### src/rtl/encode_pk_stream.sv
// Byte-serial public-key encoder: emits the 32-byte seed rho, then packs
// canonicalised 12-bit t-coefficients pairwise into 3 bytes each.
module encode_pk_stream #(
    parameter int KYBER_N = 256,
    parameter int KYBER_K = 3,
    parameter int KYBER_Q = 3329,
    parameter int COEF_W  = 12
) (
    input  logic              clk,
    input  logic              rst,
    input  logic              start,
    input  logic [255:0]      rho,
    input  logic [COEF_W-1:0] coef_in,
    input  logic              coef_valid,
    output logic              coef_ready,
    output logic [7:0]        byte_out,
    output logic              byte_valid,
    input  logic              byte_ready,
    output logic              busy,
    output logic              done
);

    // state | meaning
    // IDLE  | waiting for start
    // RHO   | streaming the 32 latched seed bytes
    // COEF  | accepting coefficients, draining packed bytes
    // FIN   | one-cycle done pulse after the last byte handshake
    localparam logic [1:0] IDLE = 2'd0;
    localparam logic [1:0] RHO  = 2'd1;
    localparam logic [1:0] COEF = 2'd2;
    localparam logic [1:0] FIN  = 2'd3;

    localparam int NCOEF = KYBER_K * KYBER_N;
    localparam int CW    = $clog2(NCOEF + 1);

    logic [1:0]        state_q;
    logic [255:0]      rho_q;
    logic [4:0]        rho_cnt;
    logic [CW-1:0]     coef_cnt;
    logic [7:0]        fifo_q [3];
    logic [1:0]        fifo_cnt;
    logic [3:0]        nib_q;
    logic [COEF_W-1:0] c_red;
    logic              coef_hs;
    logic              pop;

    // Canonicalise mod Q; inputs never exceed 2Q-1, so one subtract suffices.
    always_comb begin
        c_red = coef_in;
        if (coef_in >= COEF_W'(KYBER_Q)) begin
            c_red = coef_in - COEF_W'(KYBER_Q);
        end
    end

    // Handshake qualifiers and output decode, all from registered state.
    always_comb begin
        coef_ready = (state_q == COEF) && (fifo_cnt == 2'd0) && (coef_cnt < CW'(NCOEF));
        coef_hs    = coef_ready && coef_valid;
        pop        = (state_q == COEF) && (fifo_cnt != 2'd0) && byte_ready;
        busy       = (state_q != IDLE);
        done       = (state_q == FIN);
        byte_valid = 1'b0;
        byte_out   = 8'h00;
        if (state_q == RHO) begin
            byte_valid = 1'b1;
            byte_out   = rho_q[{rho_cnt, 3'b000} +: 8];
        end else if (state_q == COEF && fifo_cnt != 2'd0) begin
            byte_valid = 1'b1;
            byte_out   = fifo_q[0];
        end
    end

    // Frame sequencing: seed latch, byte/coefficient counters and state.
    always_ff @(posedge clk or posedge rst) begin
        if (rst) begin
            state_q  <= IDLE;
            rho_q    <= '0;
            rho_cnt  <= '0;
            coef_cnt <= '0;
        end else begin
            case (state_q)
                IDLE: begin
                    if (start) begin
                        rho_q   <= rho;
                        rho_cnt <= '0;
                        state_q <= RHO;
                    end
                end
                RHO: begin
                    if (byte_ready) begin
                        rho_cnt <= rho_cnt + 5'd1;
                        if (rho_cnt == 5'd31) begin
                            coef_cnt <= '0;
                            state_q  <= COEF;
                        end
                    end
                end
                COEF: begin
                    if (coef_hs) begin
                        coef_cnt <= coef_cnt + CW'(1);
                    end
                    if (coef_cnt == CW'(NCOEF) && fifo_cnt == 2'd1 && pop) begin
                        state_q <= FIN;
                    end
                end
                default: begin
                    state_q <= IDLE;
                end
            endcase
        end
    end

    // Packed-byte FIFO; pushes only happen when it is empty, so push and pop never collide.
    always_ff @(posedge clk or posedge rst) begin
        if (rst) begin
            fifo_q[0] <= '0;
            fifo_q[1] <= '0;
            fifo_q[2] <= '0;
            fifo_cnt  <= '0;
            nib_q     <= '0;
        end else if (state_q != COEF) begin
            fifo_cnt <= '0;
        end else if (coef_hs) begin
            if (!coef_cnt[0]) begin
                fifo_q[0] <= c_red[7:0];
                nib_q     <= c_red[11:8];
                fifo_cnt  <= 2'd1;
            end else begin
                fifo_q[0] <= {c_red[3:0], nib_q};
                fifo_q[1] <= c_red[11:4];
                fifo_cnt  <= 2'd2;
            end
        end else if (pop) begin
            fifo_q[0] <= fifo_q[1];
            fifo_q[1] <= fifo_q[2];
            fifo_q[2] <= '0;
            fifo_cnt  <= fifo_cnt - 2'd1;
        end
    end

endmodule

### config.mk
export PLATFORM = sky130hd
export DESIGN_NAME = encode_pk_stream
export DESIGN_NICKNAME = d
export VERILOG_FILES = /design/src/rtl/encode_pk_stream.sv
export SDC_FILE = /design/constraint.sdc
export NUM_CORES = 1
export LEC_CHECK = 0
export ABC_CLOCK_PERIOD_IN_PS = 12600
export CAP_MARGIN = 20
export CORE_UTILIZATION = 45
export CTS_CLUSTER_SIZE = 14
export DETAILED_ROUTE_END_ITERATION = 7
export HOLD_SLACK_MARGIN = 0.05
export MAX_ROUTING_LAYER = met4
export PLACE_DENSITY_LB_ADDON = 0.05
export SLEW_MARGIN = 20
export SYNTH_ARGS = -nofsm -noshare
export SYNTH_HDL_FRONTEND = slang
export SYNTH_SLANG_ARGS = --single-unit
### constraint.sdc
create_clock -name clk -period 12.6 [get_ports clk]
set_clock_uncertainty 0.05 [all_clocks]
set_input_delay 1.26 -clock clk [delete_from_list [all_inputs] [get_ports clk]]
set_output_delay 1.26 -clock clk [all_outputs]
set_load 0.03 [all_outputs]
==> flow_summary.toml <==
[yosys]
synth_top_flop_cell = "dfrtp_1"
syn_nets = 1255
ys_async_sr_fraction_pct = 100
syn_area_per_cell_um2 = 14.2
yosysSeqAreaShare_pct = 53.8
synth_area_um2 = 13700
syn_inst = 970
ys_warn_count = 0
synth_seq_cells = 295
synth_edf_count = 0
yosys.cell_types.count = 50

[setup_path]
worstSetupEndpointType = "output pin"
slowest_stage = "dfrtp_4"
worstSetupPathType = "flip-flop to output pin"
cp_top_family = "buffers and inverters"
critPathRequiredTime_ps = 11290
max_stage_delay_ps = 830
crit_fanout = 32
path_buf_inv = 2
arrival_ps = 4020
start_kind = "flip-flop"
cp_cell_sequence = "buf_4 -> mux4_2 -> o22ai_1 -> nor4_1 -> a21o_1 -> clkdlybuf4s50_1"

[clocking]
cts.clk_slew.worst_paths_ps = 60
tritoncts = "done"
cts.path.max_buffers = 3
cts.htree.levels = 2
clkSinkCount = 295
root_buffer = "clkbuf_16"
hold_buffers = 0
clk-insertion-delay-late_ps = 510
cts_resized = 0
cts_buffers = 35
post-cts-setup-buffers = 0

[power_and_ir_drop]
total_power_uw = 4150
ir_worst_vdd_uv = 106
cellLeakagePower_uw = 0.00737
power.density_nw_per_um2 = 229

[sta]
whs_ps = 441
max_freq_mhz = 188
worstMarginPinSlew_ps = 966
tns_ps = 0
hold_viol = 0
maxSlewViolCount = 0
relSlewSlack_pct = 35.6
rsz0062_at_grt = "no"
fin_crit_sh_pct = 42.3
post-route-min-period_ps = 5330
setup-violations-final = 0

[detailed_routing]
drt_first_pass_iters = 6
vias_per_cell = 5.58
wire_per_inst_um = 22.6
drc = 0
drt-total-wl_um = 37200
postRouteAntennaNets = 0
vias = 9207
drt_iter0_drc = 660

[placed_design]
portBuffers = 284
dp_hpwl_um = 27000
place_congestion = 0.877
place_inst = 1589

[floorplanning]
dieArea_um2 = 31200
dieWidth_um = 177
rows = 63
die_y_um = 177
boundaryPins = 285
core-area_um2 = 29800
initial_utilization_pct = 46.1

[global_routing]
grtUsageTotal_pct = 25.2
grt_max_degree = 201
use_met2_pct = 38.5
use_met1_pct = 34.9
grt_pass1_vias = 9669
grt_pass1_wl_um = 56800
antenna_found_initial = 1
overflow = 0
grt_util_met3_pct = 4.85
busiest_layer = "met2"

[run]
drv_cap = 0

[final_layout]
layout_common_cells = "293 x dfrtp_1, 284 x clkdlybuf4s50_1, 257 x mux2_2"
drive_gt1_share_pct = 30.8
nets = 1522
syn_to_final_growth_pct = 31.9
stdcell_count = 1651
final_core_util_pct = 60.8
layout_commonest_cell = "dfrtp_1"

[outcome]
status = "completed"

[min_path]
hp-class = "flip-flop to flip-flop"
[area by class of cell]
| type | instances | area, µm² |
|---|---|---|
| clock inverter | 10 | 115 |
| sequential | 295 | 7390 |
| timing repair buffer | 292 | 2940 |
| tap | 390 | 488 |
| fill | 2379 | 11700 |
| multi-input combinational | 598 | 6050 |
| antenna | 1 | 2.50 |
| clock buffer | 50 | 1050 |
| inverter | 15 | 68.8 |
[per-stage QoR]
stage | instance area, µm² | setup WS (ps)
5_1_grt | 18100 | 7040
4_1_cts | 18100 | 7220
3_5_place_dp | 16900 | 7790
6_report | 18100 | 7270
2_1_floorplan | 13700 | 3140
3_3_place_gp | 16900 | 7830
[synthesized netlist by cell type, types with 7 or more instances]
cell type / count / area [µm²]
a21o_1: 8 / 60.1
a21oi_1: 8 / 40.0
a22oi_1: 9 / 67.6
buf_2: 10 / 50.1
clkbuf_1: 46 / 173
dfrtp_1: 295 / 7380
ha_1: 12 / 150
inv_1: 15 / 56.3
mux2_2: 257 / 2890
mux2i_1: 17 / 170
mux4_2: 57 / 1280
nand2_1: 20 / 75.1
nand3_1: 22 / 110
nor2_1: 24 / 90.1
nor3_1: 7 / 35.0
nor4_1: 13 / 81.3
o211ai_1: 10 / 75.1
o21ai_0: 37 / 185
o22ai_1: 27 / 169
xnor2_1: 7 / 61.3
xor2_1: 7 / 61.3
[worst paths after layout]
check	start	endpoint	slack [ps]	depth (start not counted)
worst min-delay path	nib_q[0]	nib_q[0]	440	2
max in group asynchronous	rst	rho_cnt[0]	9700	3
worst min register to register	nib_q[0]	nib_q[0]	440	2
min in group asynchronous	rst	rho_q[187]	1260	2
worst max register to register	state_q[0]	state_q[1]	9330	6
worst max-delay path	rho_cnt[0]	byte_out[4]	7270	6
[worst register-to-register path, stage by stage (launching register included)]
cell and delay [ps]:
dfrtp_1 420, inv_1 90, ha_1 480, nand3b_1 740
or4_1 760, a211oi_2 280, mux2_1 340
[layer usage]
| metal | part of all wire, % | wire, µm |
|---|---|---|
| met1 | 45 | 16700 |
| met3 | 6.1 | 2290 |
| met2 | 47 | 17500 |
| met4 | 1.9 | 693 |
| met5 | 0 | 0 |
[power breakdown]
group | internal, µW | total [µW] | leakage (µW) | switching [µW]
Sequential | 1410 | 1740 | 0.00353 | 320
Combinational | 846 | 1400 | 0.00326 | 556
Clock | 622 | 1010 | 0.000583 | 389
Total | 2880 | 4150 | 0.00737 | 1270
[flip-flops by register name, indices dropped and copies added, names as in the netlist]
| name | flops |
|---|---|
| nib_q | 4 |
| fifo_cnt | 2 |
| rho_cnt | 5 |
| rho_q | 256 |
| state_q | 2 |
| fifo_q | 16 |
| coef_cnt | 10 |
[cells by family (layout without fill, tap and decap cells)]
group	after synthesis	in the layout	share of synthesized area [%]
adder cells (fa/ha/maj)	12	12	1.09
flip-flops	295	295	53.8
XOR/XNOR	14	14	0.893
other	0	1	0
AND/OR/NAND/NOR	121	121	4.72
buffers and inverters	77	367	2.20
multiplexers	332	332	31.8
AO/OA/AOI/OAI	119	119	5.58
Note: power is estimated with default switching activity, not from simulation.
